<file path="src/rtl/ex_mem_stage.sv">
// ex_mem_stage: EX->MEM pipeline register with a 2-entry skid buffer, precise overflow trap and forwarding tap.
// Optional EX_MEM_PERF_EN adds saturating stall/trap counters; otherwise the perf ports read 0.
module ex_mem_stage #(
  parameter int DATA_W = 32,
  parameter int REG_W  = 5
) (
  input  logic              clk,
  input  logic              rst_n,
  input  logic              in_valid,
  output logic              in_ready,
  input  logic [DATA_W-1:0] in_alu_out,
  input  logic              in_ovf,
  input  logic              in_ovf_chk,
  input  logic [DATA_W-1:0] in_wdata,
  input  logic [REG_W-1:0]  in_rd,
  input  logic              in_reg_write,
  input  logic              in_mem_read,
  input  logic              in_mem_write,
  input  logic [DATA_W-1:0] in_pc,
  input  logic              flush,
  output logic              out_valid,
  input  logic              out_ready,
  output logic [DATA_W-1:0] out_alu_out,
  output logic [DATA_W-1:0] out_wdata,
  output logic [REG_W-1:0]  out_rd,
  output logic              out_reg_write,
  output logic              out_mem_read,
  output logic              out_mem_write,
  output logic              exc_valid,
  output logic [DATA_W-1:0] exc_epc,
  input  logic              exc_ack,
  output logic              fwd_valid,
  output logic [REG_W-1:0]  fwd_rd,
  output logic [DATA_W-1:0] fwd_data,
  output logic [31:0]       perf_stall_cnt,
  output logic [31:0]       perf_trap_cnt
);
  typedef struct packed {
    logic [DATA_W-1:0] alu;
    logic [DATA_W-1:0] wdata;
    logic [REG_W-1:0]  rd;
    logic              rw;
    logic              mr;
    logic              mw;
  } ent_t;
  typedef enum logic [1:0] {EMPTY, ONE, TWO} state_t;
  state_t state, state_nx;
  ent_t head, skid, in_ent;
  logic accept, pop, ovf_trap, trap, exc_nx;
  assign accept   = in_valid & in_ready;
  assign pop      = out_valid & out_ready;
  assign ovf_trap = in_ovf & in_ovf_chk;
  // a flushed accept never enters the buffer, so it cannot raise a trap either
  assign trap     = accept & ovf_trap & ~flush;
  assign exc_nx   = trap | (exc_valid & ~exc_ack);
  assign in_ent   = {in_alu_out, in_wdata, in_rd, in_reg_write & ~ovf_trap, in_mem_read, in_mem_write & ~ovf_trap};
  always_comb begin
    state_nx = flush ? EMPTY :
               (accept & ~pop) ? ((state == EMPTY) ? ONE : TWO) :
               (pop & ~accept) ? ((state == TWO) ? ONE : EMPTY) : state;
  end
  always_ff @(posedge clk or negedge rst_n) begin
    if (!rst_n) begin
      state     <= EMPTY;
      head      <= '0;
      skid      <= '0;
      in_ready  <= 1'b1;
      exc_valid <= 1'b0;
      exc_epc   <= '0;
    end else begin
      state     <= state_nx;
      in_ready  <= (state_nx != TWO) & ~exc_nx;
      exc_valid <= exc_nx;
      if (trap) exc_epc <= in_pc;
      if (!flush) begin
        if (accept & ((state == EMPTY) | ((state == ONE) & pop))) head <= in_ent;
        else if (pop & (state == TWO)) head <= skid;
        if (accept & (state == ONE) & ~pop) skid <= in_ent;
      end
    end
  end
  assign out_valid     = state != EMPTY;
  assign out_alu_out   = head.alu;
  assign out_wdata     = head.wdata;
  assign out_rd        = head.rd;
  assign out_reg_write = head.rw;
  assign out_mem_read  = head.mr;
  assign out_mem_write = head.mw;
  assign fwd_valid     = out_valid & head.rw & (head.rd != '0);
  assign fwd_rd        = head.rd;
  assign fwd_data      = head.alu;
`ifdef EX_MEM_PERF_EN
  always_ff @(posedge clk or negedge rst_n) begin
    if (!rst_n) begin
      perf_stall_cnt <= '0;
      perf_trap_cnt  <= '0;
    end else begin
      if (in_valid & ~in_ready & (perf_stall_cnt != '1)) perf_stall_cnt <= perf_stall_cnt + 32'd1;
      if (trap & (perf_trap_cnt != '1)) perf_trap_cnt <= perf_trap_cnt + 32'd1;
    end
  end
`else
  assign perf_stall_cnt = '0;
  assign perf_trap_cnt  = '0;
`endif
endmodule
</file>
<file path="config.mk">
export PLATFORM = sky130hd
export DESIGN_NAME = ex_mem_stage
export DESIGN_NICKNAME = d
export VERILOG_FILES = /design/src/rtl/ex_mem_stage.sv
export SDC_FILE = /design/constraint.sdc
export NUM_CORES = 1
export LEC_CHECK = 0
export ABC_AREA = 1
export CAP_MARGIN = 40
export CORE_MARGIN = 4
export CORE_UTILIZATION = 41
export CTS_BUF_LIST = sky130_fd_sc_hd__clkbuf_8
export DETAILED_ROUTE_END_ITERATION = 8
export PLACE_DENSITY = 0.8
export SYNTH_ARGS = -nofsm -noshare
export SYNTH_HDL_FRONTEND = slang
export SYNTH_SLANG_ARGS = --single-unit
</file>
<file path="constraint.sdc">
create_clock -name clk -period 1.55 [get_ports clk]
set_input_delay 0.465 -clock clk [delete_from_list [all_inputs] [get_ports clk]]
set_output_delay 0.465 -clock clk [all_outputs]
set_load 0.01 [all_outputs]
</file>
-- Yosys cells after proc, flatten, opt, wreduce, memory -nomap -nowiden
Index checks and enable logic that the tools add are counted.
- output and inout bits: 209
- register bits: 180
- input port bits: 112
- word-level logic and storage cells: 58
- latch bits: 0
- ROM bits: 0
- memories kept: 0
- RAM bits: 0
- reduce and logical (&&, ||, !) cells: 6
- div/mod/pow operators: 0
- magnitude comparators: 0
- multiplexer cells: 7
- $mul: 0
- equality and inequality tests: 3
- bitwise logic cells: 26
- $add $sub $neg: 0
- shift operators: 0
- operators by type and width (cell ; number):
    72-bit two-way mux ; 2
    1-bit AND ; 18
    2-bit two-way mux ; 4
    1-bit NOT ; 6
    5-bit nonzero test ; 1
    2-bit AND reduction ; 2
    2-bit nonzero test ; 2
    2-bit by 1-bit equality test with 1-bit output (second input constant) ; 1
    2-bit equality test (second input constant) ; 1
    2-bit logical NOT ; 1
    2-bit != test (second input constant) ; 1
    1-bit OR ; 2
    1-bit two-way mux ; 1

-- Logic depth before layout (Yosys ltp)
- word-level depth: 8
- mapped depth: 9
- gate-level depth less buffers: 7

-- Worst setup path after synthesis
Ideal clock, no wire load.
- kind: register to register
- start: register in_ready
- end: register head, in the netlist fwd_data[0]
- buffers on the path: 3
- stages on the path, launching flop included: 9
- clock period less this slack: 1715 ps
- arrival: 1592 ps
- setup time: 124 ps
- data required time: 1426 ps
- path slack: -165 ps
- cells stage by stage: dfstp_2 nand2_1 nor2_1 o21ai_1 buf_4 a21oi_4 buf_2 buf_2 a21oi_1
- longest elaborated chain between the ends: 4
- elaborated cells on any way between the ends: 5
- classes of those cells: 1 x mux; 2 x bitwise; 2 x reduce/logical
- RTL lines (element ; line ; text):
    from (decl) ; 10 ; output logic in_ready,
    from (signal assigned) ; 72 ; in_ready <= (state_nx != TWO) & ~exc_nx;
    1-bit AND * ; 50 ; assign accept = in_valid & in_ready;
    1-bit AND * ; 76 ; if (accept & ((state == EMPTY) | ((state == ONE) & pop))) head <= in_ent;
    2-bit nonzero test (no source line) ; n/a ;
    2-bit AND reduction (no source line) ; n/a ;
    to (signal assigned) ; 76 ;
    to (signal assigned) ; 77 ; else if (pop & (state == TWO)) head <= skid;
    to (decl) ; 48 ; ent_t head, skid, in_ent;
Mark *: on every way between the ends. The rest lies on a longest branch, timed or not.
A chain may end at the register's enable or synchronous reset.

-- Worst setup path in the final report
- start: register head, in the netlist fwd_rd[4]
- end: output fwd_valid
- longest elaborated chain between the ends: 2
- RTL lines (element ; line ; text):
    5-bit nonzero test ; 89 ; assign fwd_valid = out_valid & head.rw & (head.rd != '0);
    1-bit AND ; 89 ;
    to (decl) ; 32 ; output logic fwd_valid,
Every way passes these cells.

==> qor.yml <==
setup_path:
  crit_buf_inv: 3
  arrival_ps: 1470
  slowest_delay_ps: 410
  crit_chain: "inv_2, nand3_2, o311ai_2, inv_1, buf_2"
  r2r_start: "in_ready"
  ff2ff_setup_slack_ps: -320
  cp.required_ps: 1080
  critPathKind: "reg2out"
  ff2ff_path_depth: 11
  critPathLaunchType: "flop"
  cp_slowest_cell: "dfrtp_1"
  cp-end-kind: "primary output"
  path_delay_family: "flip-flops"
  cp_max_fo: 2
  r2r-end: "fwd_data[15]"
cells_and_area:
  final_util_pct: 72.4
  drive_gt1_share_pct: 48.8
  fin_cells: 1571
  final_nets: 1399
  nFillCells: 1338
  area_growth_syn_to_layout_pct: 74.3
power:
  ir_drop_v: 0.000661
  power_leakage_uw: 0.00683
  finalPower_uw: 19200
  power_density_mw_per_mm2: 1310
clock_network:
  cts_tree: "yes"
  clk_path_buf_depth: 2
  clkSinkCount: 180
  clkLatencyLatePin_ps: 450
  cts-root-buf: "clkbuf_8"
  numCtsBuffers: 17
  clk_pin_slew_ps: 110
  htreeDepth: 4
floorplan:
  fp.dieW_um: 151
  fp.dieArea_mm2: 0.0228
  start_util_pct: 41.6
  dieHeight_um: 151
  core_area_mm2: 0.0202
  rows: 52
  io_pins: 321
sta:
  setup-violations-final: 189
  final.setup.worst_slack_ps: -381
  hold_ws_ps: 460
  fin_worst_skew_ps: 17.0
  period_needed_ps: 1930
  slew_viol_final: 0
  min_period_over_period_pct: 125
  fmax_mhz: 518
  hold_viol: 0
  fin_tns_setup_ps: -27350
  rsz0062_at_grt: "true"
synthesis:
  synthMuxAreaShare_pct: 4.30
  synth_warnings: 0
  synth_top_area_share_pct: 53.4
  synth_xor_area_share_pct: 0
  synth_seq_cells: 180
  yosys-top-cells-area: "dfrtp_1 (53%), buf_4 (9.2%), nand2_1 (6.9%)"
  synth_compound_area_share_pct: 15.8
  synth_commonest_cells: "dfrtp_1 (179), nand2_1 (153), buf_4 (103)"
  synth-adder-area-share_pct: 0
  synth_cells: 907
  syn_area_per_cell_um2: 9.24
  synth-simple-area-share_pct: 10.5
  synth_area_leader_cell: "dfrtp_1"
  synth_edf_count: 0
  async_flop_share_pct: 100
  synthFlopType: "dfrtp_1"
  seq_area_frac_synth_pct: 53.8
  yosysMostFrequentCell: "dfrtp_1"
  synth_top_family_by_area: "compound AO/OA/AOI/OAI gates"
  syn_area_mm2: 0.00838
  ys_types: 19
detailed_routing:
  drtPass1Iterations: 5
  via_count: 7964
  wl_per_cell_um: 20.3
  route.detailed.drc: 0
  routed_wl_mm: 31.8
  vias_per_cell: 5.07
  drt_iter0_markers: 408
  drtAntennaViolNets: 0
global_routing:
  grt_pass1_wl_mm: 41.0
  grt_max_degree: 43
  antenna_found_initial: 2
  overflow: 0
  grt_usage_pct: 23.3
  grt_pass1_vias: 7732
placement:
  port_buffers: 256
  hpwl_mm: 15.0
  place_congestion: 0.782
  placedCellCount: 1397
job:
  maxCapViolations: 0
run_status:
  outcome: "finished, violations left"
  violations: "negative setup slack"
hold_path:
  min_path_type: "in2async"
[cell type report]
type                            instances  area, µm²  area share, %
Antenna cell                            1       2.50         0.0171
Sequential cell                       180       4510           30.9
Clock buffer                           18        248           1.70
Multi-Input combinational cell        555       3950           27.1
Timing Repair Buffer                  448       5110           35.0
Tap cell                              270        338           2.31
Clock inverter                         14        129          0.882
Inverter                               85        324           2.22
[metal layers]
metal | vias to the layer above | routed length [µm] | track usage (%)
met5 | - | 8 | 0
met4 | 2 | 838 | 6.53
met3 | 71 | 2500 | 6.40
met2 | 386 | 15900 | 38.1
met1 | 3974 | 12500 | 30.4
li1 | 3531 | - | -
[per-stage QoR]
step	worst slack (ps)	cell area [µm²]
detailed placement	-598	11100
global placement	-563	11100
finish	-381	14600
floorplan	-77.3	8720
CTS	-440	12900
global route	-472	14600
[logic make-up after synthesis]
logic type | count (synthesis)
buffers and inverters | 235
AND/OR/NAND/NOR | 233
AO/OA/AOI/OAI | 226
flip-flops | 180
multiplexers | 32
other | 1
[worst reg2reg max path: cells and delay by family (launching register included)]
family	cells	cell delay, ps
buf+inv	5	640
compound gates	3	390
simple gates	3	230
flops	1	570
[worst max-delay path by stage]
stage | from | to | slack (ps) | depth (start not counted)
floorplan | in_ready | fwd_data[0] | -80 | 8
global placement | in_valid | fwd_data[10] | -560 | 8
detailed placement | in_valid | fwd_data[12] | -600 | 8
CTS | fwd_rd[3] | fwd_valid | -440 | 5
global route | fwd_rd[4] | fwd_valid | -470 | 5
finish | fwd_rd[4] | fwd_valid | -380 | 5
[where the power goes]
part / total (µW) / internal, µW / switching (µW)
combinational: 8660 / 4740 / 3920
sequential: 7360 / 6140 / 1220
clock: 3160 / 1330 / 1830
[state kept, by name (all words and copies together), names as in the netlist]
name	count
skid	72
exc_epc	32
fwd_data	32
out_wdata	32
fwd_rd	5
state	2
exc_valid	1
in_ready	1
out_mem_read	1
out_mem_write	1
out_reg_write	1
[placed cells by master, fill, tap and decap left out, types with 4 or more instances in the layout]
master	instances
a21oi_1	4
a21oi_2	63
a21oi_4	6
buf_12	39
buf_16	24
buf_2	103
buf_4	56
buf_6	87
buf_8	5
clkbuf_16	22
clkbuf_8	19
clkdlybuf4s50_1	109
conb_1	64
dfrtp_1	178
inv_1	80
inv_2	4
mux2_2	32
nand2_1	89
nand2_2	30
nand2_4	34
nor2_1	31
nor2_2	6
nor2_4	38
o21a_1	68
o21ai_1	35
o21ai_2	42
[repair_timing]
action,in CTS,in global routing
setup buffers,70,36
hold endpoints to repair,18,0
hold buffers,1,0
pin swaps,13,39
gates resized for setup,761,340
cloned,29,26
setup endpoints to repair,253,224
No activity file was read; power rests on OpenSTA's default activity.
